--- src/rtl/lc3b_types.sv ---
// Shared LC-3b type definitions used by the memory-port arbiter.
//   lc3b_word      : 16-bit data/address word
//   lc3b_mem_wmask : 2-bit byte write mask
//   arb_state_t    : arbiter FSM state encoding
//   pmem_cmd_t     : one physical-memory command (strobes, address, data, mask)
package lc3b_types;

  typedef logic [15:0] lc3b_word;
  typedef logic [1:0]  lc3b_mem_wmask;

  typedef enum logic [1:0] {
    IDLE,
    SERVE_A,
    SERVE_B,
    RESPOND
  } arb_state_t;

  typedef struct packed {
    logic          read;
    logic          write;
    lc3b_word      address;
    lc3b_word      wdata;
    lc3b_mem_wmask byte_enable;
  } pmem_cmd_t;

  // Command presented to pmem when nothing is being served.
  localparam pmem_cmd_t PMEM_CMD_NONE = '{
    read:        1'b0,
    write:       1'b0,
    address:     16'h0000,
    wdata:       16'h0000,
    byte_enable: 2'b00
  };

endpackage

--- src/rtl/mem_port_arbiter.sv ---
// mem_port_arbiter
// Funnels the instruction-fetch port (A, read-only) and the data port
// (B, read/write) onto a single physical-memory channel. When both ports
// are outstanding it serves B first, then A, and returns both responses in
// the same cycle so the pipeline can advance on a single event.
//
// Ports:
//   clk, rst_n                 clock, asynchronous active-low reset
//   mem_read_a, mem_address_a  port A request (held until mem_resp_a)
//   mem_rdata_a, mem_resp_a    port A read data (held between completions), pulse
//   mem_read_b, mem_write_b    port B request strobes (write wins if both high)
//   mem_byte_enable_b          port B write mask
//   mem_address_b, mem_wdata_b port B address / write data
//   mem_rdata_b, mem_resp_b    port B read data (held between completions), pulse
//   pmem_*                     physical-memory request (registered) and response
//   dbg_state                  current FSM state, for observation only
//
// Handshake: a port raises its request and holds it (with address/data
// stable) until it sees its resp pulse; resp is high for exactly one cycle
// and the request must be dropped or replaced by the following rising edge.
// On the pmem side the strobe and its address/data/mask stay stable until
// the cycle in which pmem_resp is sampled high.
module mem_port_arbiter
  import lc3b_types::*;
(
  input  logic          clk,
  input  logic          rst_n,

  input  logic          mem_read_a,
  input  lc3b_word      mem_address_a,
  output lc3b_word      mem_rdata_a,
  output logic          mem_resp_a,

  input  logic          mem_read_b,
  input  logic          mem_write_b,
  input  lc3b_mem_wmask mem_byte_enable_b,
  input  lc3b_word      mem_address_b,
  input  lc3b_word      mem_wdata_b,
  output lc3b_word      mem_rdata_b,
  output logic          mem_resp_b,

  output logic          pmem_read,
  output logic          pmem_write,
  output lc3b_word      pmem_address,
  output lc3b_word      pmem_wdata,
  output lc3b_mem_wmask pmem_byte_enable,
  input  lc3b_word      pmem_rdata,
  input  logic          pmem_resp,

  output arb_state_t    dbg_state
);

  arb_state_t state;
  logic       cap_a, cap_b;
  logic       done_a, done_b;
  lc3b_word   rdata_a, rdata_b;
  logic       resp_a, resp_b;
  pmem_cmd_t  cmd_q;

  logic       req_b;
  logic       late_a, late_b;
  logic       want_a, want_b;
  pmem_cmd_t  cmd_a, cmd_b;

  assign req_b = mem_read_b | mem_write_b;

  // A request that shows up while the other port is being served and has
  // not been captured yet. It is folded into the serve decision in the same
  // cycle, so an arrival coinciding with pmem_resp is still chained.
  assign late_a = mem_read_a & ~cap_a;
  assign late_b = req_b & ~cap_b;
  assign want_a = cap_a | late_a;
  assign want_b = cap_b | late_b;

  // Candidate pmem commands for each port. A write takes precedence over a
  // read on port B; reads always carry a full mask.
  always_comb begin
    cmd_a = '{
      read:        1'b1,
      write:       1'b0,
      address:     mem_address_a,
      wdata:       16'h0000,
      byte_enable: 2'b11
    };
    cmd_b = '{
      read:        1'b1,
      write:       1'b0,
      address:     mem_address_b,
      wdata:       16'h0000,
      byte_enable: 2'b11
    };
    if (mem_write_b) begin
      cmd_b.read        = 1'b0;
      cmd_b.write       = 1'b1;
      cmd_b.wdata       = mem_wdata_b;
      cmd_b.byte_enable = mem_byte_enable_b;
    end
  end

  always_ff @(posedge clk or negedge rst_n) begin
    if (!rst_n) begin
      state   <= IDLE;
      cap_a   <= 1'b0;
      cap_b   <= 1'b0;
      done_a  <= 1'b0;
      done_b  <= 1'b0;
      rdata_a <= 16'h0000;
      rdata_b <= 16'h0000;
      resp_a  <= 1'b0;
      resp_b  <= 1'b0;
      cmd_q   <= PMEM_CMD_NONE;
    end else begin
      resp_a <= 1'b0;
      resp_b <= 1'b0;
      unique case (state)
        IDLE: begin
          cap_a <= mem_read_a;
          cap_b <= req_b;
          if (req_b) begin
            state <= SERVE_B;
            cmd_q <= cmd_b;
          end else if (mem_read_a) begin
            state <= SERVE_A;
            cmd_q <= cmd_a;
          end
        end

        SERVE_A: begin
          if (late_b) cap_b <= 1'b1;
          if (pmem_resp) begin
            rdata_a <= pmem_rdata;
            done_a  <= 1'b1;
            if (want_b && !done_b) begin
              state <= SERVE_B;
              cmd_q <= cmd_b;
            end else begin
              // Responses are registered so they land in the RESPOND cycle.
              state  <= RESPOND;
              cmd_q  <= PMEM_CMD_NONE;
              resp_a <= cap_a;
              resp_b <= want_b;
            end
          end
        end

        SERVE_B: begin
          if (late_a) cap_a <= 1'b1;
          if (pmem_resp) begin
            if (!cmd_q.write) rdata_b <= pmem_rdata;
            done_b <= 1'b1;
            if (want_a && !done_a) begin
              state <= SERVE_A;
              cmd_q <= cmd_a;
            end else begin
              state  <= RESPOND;
              cmd_q  <= PMEM_CMD_NONE;
              resp_a <= want_a;
              resp_b <= cap_b;
            end
          end
        end

        RESPOND: begin
          cap_a  <= 1'b0;
          cap_b  <= 1'b0;
          done_a <= 1'b0;
          done_b <= 1'b0;
          state  <= IDLE;
        end

        default: begin
          state <= IDLE;
          cmd_q <= PMEM_CMD_NONE;
        end
      endcase
    end
  end

  assign mem_rdata_a      = rdata_a;
  assign mem_rdata_b      = rdata_b;
  assign mem_resp_a       = resp_a;
  assign mem_resp_b       = resp_b;
  assign pmem_read        = cmd_q.read;
  assign pmem_write       = cmd_q.write;
  assign pmem_address     = cmd_q.address;
  assign pmem_wdata       = cmd_q.wdata;
  assign pmem_byte_enable = cmd_q.byte_enable;
  assign dbg_state        = state;

endmodule

--- config.mk ---
export PLATFORM = sky130hd
export DESIGN_NAME = mem_port_arbiter
export DESIGN_NICKNAME = d
export VERILOG_FILES = /design/src/rtl/lc3b_types.sv /design/src/rtl/mem_port_arbiter.sv
export SDC_FILE = /design/constraint.sdc
export NUM_CORES = 1
export LEC_CHECK = 0
export BUFFER_PORTS_ARGS = -buffer_cell sky130_fd_sc_hd__buf_4
export CORE_MARGIN = 8
export CORE_UTILIZATION = 44
export CTS_BUF_LIST = sky130_fd_sc_hd__clkbuf_4
export CTS_CLUSTER_DIAMETER = 30
export CTS_CLUSTER_SIZE = 25
export DETAILED_ROUTE_END_ITERATION = 10
export GPL_TIMING_DRIVEN = 0
export PLACE_DENSITY_LB_ADDON = 0.1
export SLEW_MARGIN = 20
export SYNTH_ARGS = -nofsm -noshare
export SYNTH_HDL_FRONTEND = slang
export SYNTH_SLANG_ARGS = --single-unit
export TNS_END_PERCENT = 1
--- constraint.sdc ---
create_clock -name clk -period 2.1 [get_ports clk]
set_input_delay 0.525 -clock clk [delete_from_list [all_inputs] [get_ports clk]]
set_output_delay 0.525 -clock clk [all_outputs]
set_load 0.01 [all_outputs]
==> qor.yml, run 1 <==
yosys:
  synth_cell_types: 32
  muxShareOfSynthArea_pct: 11.5
  yosysSeqAreaShare_pct: 59.3
  syn_nets: 339
  synth_warnings: 0
  syn_avg_cell_area_um2: 12.2
  synth_top_family_by_area: "compound AO/OA/AOI/OAI gates"
  yosysTopAreaCell: "dfrtp_1"
  synthSimpleGateAreaFrac_pct: 7.37
  synth_common_cells: "76 x dfrtp_1, 36 x nor2_1, 32 x mux2_2"
  synth_compound_area_share_pct: 16.1
  synth_edf_count: 0
  synth-xor-area-share_pct: 0
  synth-main-ff-cell: "dfrtp_1"
  ys_async_sr_fraction_pct: 100
  yosys.area.top_type_share_pct: 59.3
  synth-seq-cells: 76
  synthAdderAreaFrac_pct: 1.95
  synthesis.area_mm2: 0.00321
  synthTopCellsByArea: "dfrtp_1 59%, mux2_2 11%, a221oi_1 4.4%"
  synth.most_common_cell: "dfrtp_1"
  synth_cells: 262
run:
  drv_cap: 0
grt:
  grt_max_degree: 77
  grt_util_all_layers_pct: 17.6
  grt_overflow: 0
  grt_first_pass_wirelength_mm: 14.1
  grt_pass1_vias: 2763
  antenna_found_initial: 0
clock_tree:
  clockBufferDepth: 2
  cts_max_level: 3
  cts_sinks: 76
  path_clk_slew_ns: 0.13
  cts_made_buffers: 9
  root_buffer: "clkbuf_4"
  cts_tree: "yes"
  clkLatencyLatePin_ns: 0.41
  cts_hold_buf: 0
critical_path:
  cp-start-kind: "flop"
  crit_path_top_delay_cell: "dfrtp_2"
  reg2regPathDepth: 8
  r2r_start: "dbg_state[0]"
  crit_arrival_ns: 2.38
  required_ns: 2.40
  r2r_end: "pmem_wdata[14]"
  cp-end-kind: "flop"
  path_cells: "inv_2, ha_4, or3b_4, o211a_4, and3_4, buf_6, buf_8, a22o_1"
  max_stage_delay_ns: 0.46
  cp_max_fo: 10
  cp_top_family: "simple AND/OR/NAND/NOR gates"
  critPathBufInv: 3
  r2r_slack_ns: 0.01
  worstSetupPathType: "flop to flop"
finish:
  multi_input_area_mm2: 0.00125
  syn2layout_area_growth_pct: 44.8
  n_antenna_cell: 0
  final_cell_count_no_fill: 522
  finalNetCount: 495
  final_cell_area_mm2: 0.00464
  regArea_mm2: 0.00190
  drive_gt1_share_pct: 52.2
  fill_cells: 588
floorplan:
  io_pins: 144
  core_mm2: 0.00718
  chipHeight_um: 101
  rows: 31
  start_util_pct: 44.7
  dieArea_mm2: 0.0103
  fp.dieW_um: 101
drt:
  vias: 2634
  first_pass_iters: 4
  drc: 0
  via_per_inst: 5.05
  postRouteAntennaNets: 0
  drt-initial-drc-count: 88
  drt_wl_total_mm: 8.81
  wire_per_inst_um: 16.9
placed_design:
  hpwlAfterDp_mm: 6.49
  dp_cells: 502
  gp_congestion: 0.842
  numPortBuffers: 141
  placed_area_mm2: 0.00439
timing:
  rsz0062_at_grt: "yes"
  tightestPinTransition_ns: 0.953
  finalSetupViolations: 0
  drv_slew: 0
  skew_ns: 0.0147
  finalHoldViolations: 0
  max_slew_margin_pct: 36.5
  period_needed_ns: 2.09
  finalCritPeriodShare_pct: 99.4
  fmax_mhz: 479
pwr:
  p_sw_mw: 2.86
  max-vdd-ir-drop_mv: 0.781
  intPower_mw: 4.67
  cellPowerDensity_mw_per_mm2: 1620
  pwr-share-seq_pct: 34.8
  pwr-share-clk_pct: 11.6
  p_leak_nw: 2.28
  switching_share_pct: 38.0
  comb_power_share_pct: 53.7
run_status:
  status: "complete, no violations"
worst_hold_path:
  hold_path_class: "input pin to asynchronous set/reset pin"
[final cells by class]
type                            count  share of cell area (%)
Clock buffer                        9                    1.45
Clock inverter                      7                    1.45
Buffer                             14                    1.99
Timing Repair Buffer              147                    23.8
Inverter                            8                   0.647
Tap cell                           99                    2.67
Sequential cell                    76                    41.0
Multi-Input combinational cell    162                    27.0
[power groups by stage]
| stage | Sequential, mW | Clock, mW | Combinational [mW] |
|---|---|---|---|
| finish | 2.62 | 0.871 | 4.04 |
| detailed placement | 2.65 | 0 | 3.84 |
| global route | 2.71 | 0.970 | 4.46 |
| floorplan | 2.95 | 0 | 1.77 |
| global placement | 2.62 | 0 | 3.79 |
| CTS | 2.61 | 0.910 | 4.05 |
[per-layer routing]
layer  up-vias  global-route usage [%]  share of wire, %
met5         -                       0                 0
met4         0                    7.56               1.4
met3        11                    7.01                10
met2       108                    27.3                46
met1      1251                    21.1                42
li1       1264                       -                 -
[cell families (layout without fill, tap and decap cells)]
group,Yosys count,after routing
mux,33,33
simple gates,57,57
compound gates,67,67
buf+inv,24,185
flops,76,76
fa+ha+maj,5,5
[cell usage in the layout (no fill, tap or decap), types with 2 or more instances in the layout]
cell type,Yosys,final
buf_4,0,148
o22a_1,5,5
a22o_1,16,16
a21oi_1,6,6
mux2_2,32,32
o31ai_1,3,2
dfrtp_1,76,74
inv_1,8,6
nor3_1,2,2
buf_6,3,2
inv_2,0,2
o21a_1,2,2
buf_2,6,5
dfrtp_2,0,2
clkbuf_2,0,3
clkinvlp_4,0,2
clkinv_2,0,2
a221oi_1,16,16
ha_1,5,4
clkbuf_4,0,9
nand2_1,13,12
nor2_1,36,36
o21ai_0,11,11
clkbuf_1,7,2
[registers in the layout, summed over array words and instances, names as in the netlist]
name	cells
pmem_read	1
pmem_write	1
pmem_wdata	16
mem_rdata_a	16
mem_rdata_b	16
pmem_address	16
cap_b	1
cap_a	1
done_b	1
mem_resp_a	1
dbg_state	2
pmem_byte_enable	2
done_a	1
mem_resp_b	1
[what timing repair did]
action	in CTS	in global routing
pin swaps	2	2
setup endpoints to repair	56	46
buffers inserted	5	1
resized for setup	15	7
[worst max path at each step]
stage / from / end / slack, ns / depth (start not counted)
after floorplan: dbg_state[0] / pmem_address[10] / 0.02 / 7
after global placement: dbg_state[1] / pmem_address[8] / -0.41 / 8
after detailed placement: dbg_state[1] / pmem_address[10] / -0.44 / 8
after CTS: dbg_state[0] / pmem_wdata[14] / -0.01 / 8
after global routing: dbg_state[0] / pmem_wdata[14] / -0.05 / 8
final: dbg_state[0] / pmem_wdata[14] / 0.01 / 8
[worst register-to-register path: stages (launching register included)]
cell	delay (ns)
dfrtp_2	0.46
inv_2	0.08
ha_4	0.13
or3b_4	0.42
o211a_4	0.26
and3_4	0.18
buf_6	0.13
buf_8	0.14
a22o_1	0.18
[metrics by stage]
stage / setup WS [ns] / hold WS (ns) / setup TNS [ns] / total power [mW] / util (%)
3_3_place_gp: -0.407 / 0.483 / -11.04 / 6.41 / 61.2
2_1_floorplan: 0.0187 / 0.229 / 0 / 4.72 / -
6_report: 0.0129 / 0.224 / 0 / 7.53 / 64.7
5_1_grt: -0.0498 / 0.292 / -0.588 / 8.14 / 64.7
3_5_place_dp: -0.435 / 0.486 / -11.89 / 6.48 / 61.2
4_1_cts: -0.0132 / 0.258 / -0.0561 / 7.57 / 64.3
Power figures use the tool's default switching activity.
==> run 2: changes to the inputs <==
--- a/config.mk
+++ b/config.mk
@@ -9,11 +9,12 @@
 export CORE_MARGIN = 8
 export CORE_UTILIZATION = 44
 export CTS_BUF_LIST = sky130_fd_sc_hd__clkbuf_4
-export CTS_CLUSTER_DIAMETER = 30
+export CTS_CLUSTER_DIAMETER = 80
 export CTS_CLUSTER_SIZE = 25
 export DETAILED_ROUTE_END_ITERATION = 10
 export GPL_TIMING_DRIVEN = 0
 export PLACE_DENSITY_LB_ADDON = 0.1
+export RECOVER_POWER = 100
 export SLEW_MARGIN = 20
 export SYNTH_ARGS = -nofsm -noshare
 export SYNTH_HDL_FRONTEND = slang
==> run 2 against run 1 <==
  * The flow now finishes with violations (max-capacitance violations, max-slew violations)
  * Sequential share of layout area is essentially flat
  * Worst setup slack stayed put
  * Global-route usage unchanged
  * Core utilization about the same
  * Count of clock-buffer cells in the layout stayed put
  * Register-to-register slack is essentially flat
  * Wire length stayed put
  * First-iteration DRC count unchanged
  * Die area unchanged
  * Hold slack improved by 0.098 ns
  * Cell count unchanged
  * Largest power group unchanged
  * Highest routed layer unchanged
==> qor.yml, run 2 (synthesis results as in run 1) <==
run_status:
  status: "finished with violations"
  failed_checks: "max-capacitance violations, max-slew violations"
placed_design:
  placed_area_mm2: 0.00439
  gp_congestion: 0.842
  numPortBuffers: 141
  hpwlAfterDp_mm: 6.49
  dp_cells: 502
timing:
  finalCritPeriodShare_pct: 99.4
  rsz0062_at_grt: "yes"
  finalHoldViolations: 0
  max_slew_margin_pct: -11.7
  fmax_mhz: 479
  tightestPinTransition_ns: 1.68
  finalSetupViolations: 0
  period_needed_ns: 2.09
  hold_slack_ns: 0.321
  drv_slew: 77
  skew_ns: 0.0147
floorplan:
  rows: 31
  io_pins: 144
  dieArea_mm2: 0.0103
  chipHeight_um: 101
  core_mm2: 0.00718
  start_util_pct: 44.7
  fp.dieW_um: 101
drt:
  wire_per_inst_um: 16.9
  first_pass_iters: 4
  via_per_inst: 5.05
  drt_wl_total_mm: 8.81
  drt-initial-drc-count: 88
  postRouteAntennaNets: 0
  vias: 2634
  drc: 0
critical_path:
  worstSetupPathType: "flop to flop"
  crit_arrival_ns: 2.38
  max_stage_delay_ns: 0.46
  r2r_end: "pmem_wdata[14]"
  r2r_start: "dbg_state[0]"
  crit_path_top_delay_cell: "dfrtp_2"
  reg2regPathDepth: 8
  cp-start-kind: "flop"
  cp-end-kind: "flop"
  cp_max_fo: 10
  r2r_slack_ns: 0.01
  path_cells: "inv_2, ha_4, or3b_4, o211a_4, and3_4, buf_6, buf_8, a22o_1"
  required_ns: 2.40
finish:
  finalNetCount: 495
  syn2layout_area_growth_pct: 44.7
  final_cell_count_no_fill: 522
  final_cell_area_mm2: 0.00464
  final_cell_mix: "147 x buf_4, 74 x dfrtp_1, 36 x nor2_1"
  drive_gt1_share_pct: 52.2
  final_common_cell: "buf_4"
  n_antenna_cell: 0
clock_tree:
  cts_sinks: 76
  path_clk_slew_ns: 0.13
  clkLatencyLatePin_ns: 0.41
  cts_hold_buf: 0
  cts_made_buffers: 9
  root_buffer: "clkbuf_4"
  clockBufferDepth: 2
  cts_max_level: 3
  cts_tree: "yes"
run:
  drv_cap: 1
pwr:
  comb_power_share_pct: 53.7
  p_leak_nw: 2.28
  power_mw: 7.53
  cellPowerDensity_mw_per_mm2: 1620
  intPower_mw: 4.67
  pwr-share-clk_pct: 11.6
  max-vdd-ir-drop_mv: 0.781
  p_sw_mw: 2.86
  pwr-share-seq_pct: 34.8
  switching_share_pct: 38.0
worst_hold_path:
  hp-start: "mem_wdata_b[13]"
  hold-path-cell-count: 2
  hold_path_class: "input pin to flop"
  min_to: "pmem_wdata[13]"
grt:
  grt_overflow: 0
  grt_util_all_layers_pct: 17.6
  grt_pass1_vias: 2763
  grt_first_pass_wirelength_mm: 14.1
  grt_max_degree: 77
  antenna_found_initial: 0
==> run 2: cell counts in the layout (fill, tap and decap cells not counted) <==
Identical to the previous run, type by type.
==> run 2: per-stage QoR <==
stage	utilization (%)	TNS, ns	setup WS, ns
after floorplan	-	0	0.0187
after global placement	61.2	-11.04	-0.407
after detailed placement	61.2	-11.89	-0.435
after CTS	64.3	-0.0561	-0.0132
after global routing	64.7	-0.588	-0.0498
final	64.7	0	0.0129
==> run 2: worst max path at each step <==
stage                             from                to  slack [ns]
after floorplan           dbg_state[0]  pmem_address[10]        0.02
after global placement    dbg_state[1]   pmem_address[8]       -0.41
after detailed placement  dbg_state[1]  pmem_address[10]       -0.44
after CTS                 dbg_state[0]    pmem_wdata[14]       -0.01
after global routing      dbg_state[0]    pmem_wdata[14]       -0.05
final                     dbg_state[0]    pmem_wdata[14]        0.01
==> run 2: per-layer routing <==
metal  up-vias  part of all wire [%]  global-route usage (%)
met3        11                    10                    7.01
met4         0                   1.4                    7.56
li1       1264                     -                       -
met1      1251                    42                    21.1
met5         -                     0                       0
met2       108                    46                    27.3
==> run 2: cell type report <==
cell class / count / area (um^2)
Fill cell: 588 / 2530
Sequential cell: 76 / 1900
Multi-Input combinational cell: 162 / 1250
Timing Repair Buffer: 147 / 1100
Tap cell: 99 / 124
Buffer: 14 / 92.6
Clock buffer: 9 / 67.6
Clock inverter: 7 / 67.6
Inverter: 8 / 30.0
==> run 2: critical path: cells and delay by family, from the launching register on <==
| kind | cells | cell delay, ns |
|---|---|---|
| DFF | 1 | 0.46 |
| and+or+nand+nor | 2 | 0.60 |
| AOI/OAI and AO/OA | 2 | 0.44 |
| buffers and inverters | 3 | 0.35 |
| adders and majority gates | 1 | 0.13 |
==> run 2: power groups by stage <==
stage	logic [mW]	registers (mW)	clock network, mW
after detailed placement	3.84	2.65	0
after floorplan	1.77	2.95	0
after CTS	4.05	2.61	0.910
after global routing	4.46	2.71	0.970
after global placement	3.79	2.62	0
final	4.04	2.62	0.871
==> run 2: repair_timing <==
action / 4_1_cts / 5_1_grt
endpoints found under the setup margin: 56 / 46
setup buffers: 5 / 1
pin swaps: 2 / 2
resized for setup: 15 / 7
==> run 3: changes to the inputs <==
--- a/config.mk
+++ b/config.mk
@@ -6,13 +6,13 @@
 export NUM_CORES = 1
 export LEC_CHECK = 0
 export BUFFER_PORTS_ARGS = -buffer_cell sky130_fd_sc_hd__buf_4
-export CORE_MARGIN = 8
 export CORE_UTILIZATION = 44
 export CTS_BUF_LIST = sky130_fd_sc_hd__clkbuf_4
 export CTS_CLUSTER_DIAMETER = 80
 export CTS_CLUSTER_SIZE = 25
 export DETAILED_ROUTE_END_ITERATION = 10
 export GPL_TIMING_DRIVEN = 0
+export HOLD_SLACK_MARGIN = 0.1
 export PLACE_DENSITY_LB_ADDON = 0.1
 export RECOVER_POWER = 100
 export SLEW_MARGIN = 20
==> run 3 against run 2 <==
  * The run still ends with max-capacitance violations, max-slew violations left
  * Flip-flop and latch count is the same
  * Sequential power about the same
  * Register-to-register slack about the same
  * Critical path depth stayed put
  * Critical endpoint is now pmem_wdata[12]
  * Largest power group unchanged
==> qor.yml, run 3 (synthesis results as in run 1) <==
run_status:
  status: "finished with violations"
  failed_checks: "max-capacitance violations, max-slew violations"
finish:
  fill_cells: 571
  n_antenna_cell: 0
  syn2layout_area_growth_pct: 45.3
  finalNetCount: 495
  final_common_cell: "buf_4"
  utilization_pct: 67.5
  final_cell_count_no_fill: 519
  drive_gt1_share_pct: 52.5
  final_cell_mix: "147 x buf_4, 74 x dfrtp_1, 36 x nor2_1"
grt:
  met1_usage_pct: 26.3
  grt_pass1_vias: 2533
  grt_first_pass_wirelength_mm: 11.9
  grt_util_all_layers_pct: 20.6
  grt.busiest_layer: "met2"
  use_met3_pct: 6.64
  antenna_found_initial: 0
  met2_usage_pct: 31.9
  grt_max_degree: 77
  grt_overflow: 0
timing:
  rsz0062_at_grt: "yes"
  drv_slew: 77
  fmax_mhz: 482
  finalHoldViolations: 0
  period_needed_ns: 2.07
  skew_ns: 0.0141
  finalCritPeriodShare_pct: 98.8
  tightestPinTransition_ns: 1.67
  finalSetupViolations: 0
  setup_tns_ns: 0
  max_slew_margin_pct: -11.1
critical_path:
  worstSetupPathType: "flop to flop"
  cp_top_family: "simple AND/OR/NAND/NOR gates"
  startpoint: "dbg_state[0]"
  path_cells: "inv_2, ha_4, or3b_4, o211a_4, and3_4, buf_6, buf_8, a22o_1"
  critPathBufInv: 3
  r2r_start: "dbg_state[0]"
  cp-start-kind: "flop"
  max_stage_delay_ns: 0.45
  cp_max_fo: 10
  crit_path_top_delay_cell: "dfrtp_2"
  required_ns: 2.41
  crit_arrival_ns: 2.38
  cp-end-kind: "flop"
drt:
  via_per_inst: 5.08
  postRouteAntennaNets: 0
  wire_per_inst_um: 15.2
  drc: 0
  first_pass_iters: 4
  drt-initial-drc-count: 124
  vias: 2637
  drt_wl_total_mm: 7.87
clock_tree:
  cts_sinks: 76
  cts_tree: "yes"
  cts_made_buffers: 9
  cts_max_level: 3
  root_buffer: "clkbuf_4"
  clkLatencyLatePin_ns: 0.41
  path_clk_slew_ns: 0.13
  clockBufferDepth: 2
floorplan:
  dieArea_mm2: 0.00764
  core_mm2: 0.00691
  start_util_pct: 46.4
  fp.dieW_um: 87.4
  chipHeight_um: 87.4
  rows: 30
  io_pins: 144
pwr:
  cellPowerDensity_mw_per_mm2: 1620
  max-vdd-ir-drop_mv: 0.784
  p_leak_nw: 2.29
placed_design:
  hpwlAfterDp_mm: 5.71
  dp_cells: 499
  numPortBuffers: 141
  gp_congestion: 0.846
worst_hold_path:
  hp-start: "mem_wdata_b[15]"
  hold_path_class: "input pin to flop"
run:
  drv_cap: 1
[run 3: what timing repair did]
| action | 4_1_cts | 5_1_grt |
|---|---|---|
| pin swaps | 2 | 2 |
| setup buffers | 3 | 3 |
| hold buffers | 0 | 0 |
| endpoints found under the setup margin | 56 | 50 |
| resized for setup | 12 | 14 |
[run 3: power breakdown]
part           internal [mW]  switching (mW)
clock network          0.381           0.558
logic                   2.09            1.90
registers               2.21           0.416
total                   4.68            2.87
[run 3: final timing paths]
kind | end | slack [ns] | cells after the start
max | pmem_wdata[12] | 0.03 | 8
min | pmem_wdata[15] | 0.32 | 2
max reg2reg | pmem_wdata[12] | 0.03 | 8
min reg2reg | pmem_address[13] | 0.51 | 2
max in group asynchronous | dbg_state[0] | 0.46 | 1
min in group asynchronous | cap_b | 0.51 | 1
[run 3: cell type report]
type                            instances  area, um^2  area share, %
Tap cell                               96         120           2.58
Inverter                                8        32.5          0.698
Clock buffer                            9        67.6           1.45
Buffer                                 14        97.6           2.09
Multi-Input combinational cell        162        1250           26.9
Sequential cell                        76        1900           40.9
Timing Repair Buffer                  147        1100           23.6
Clock inverter                          7        82.6           1.77
[run 3: metal layers]
metal | wire (um) | up-vias
met1 | 3320 | 1238
li1 | - | 1263
met2 | 3620 | 123
met3 | 748 | 13
met5 | 0 | -
met4 | 174 | 0
[run 3: worst reg2reg max path: cells and delay by family, from the launching register on]
kind                       cells  cell delay [ns]
buffers and inverters          3             0.35
adders and majority gates      1             0.13
DFF                            1             0.45
and+or+nand+nor                2             0.59
AOI/OAI and AO/OA              2             0.46
[run 3: metrics by stage]
step	total power [mW]	area, um^2	hold WS (ns)	setup slack, ns
floorplan	4.72	3210	0.229	0.0187
CTS	7.47	4590	0.257	-0.0357
detailed placement	6.42	4390	0.488	-0.445
global placement	6.35	4390	0.482	-0.445
global route	8.10	4660	0.282	-0.0380
finish	7.55	4660	0.318	0.0250
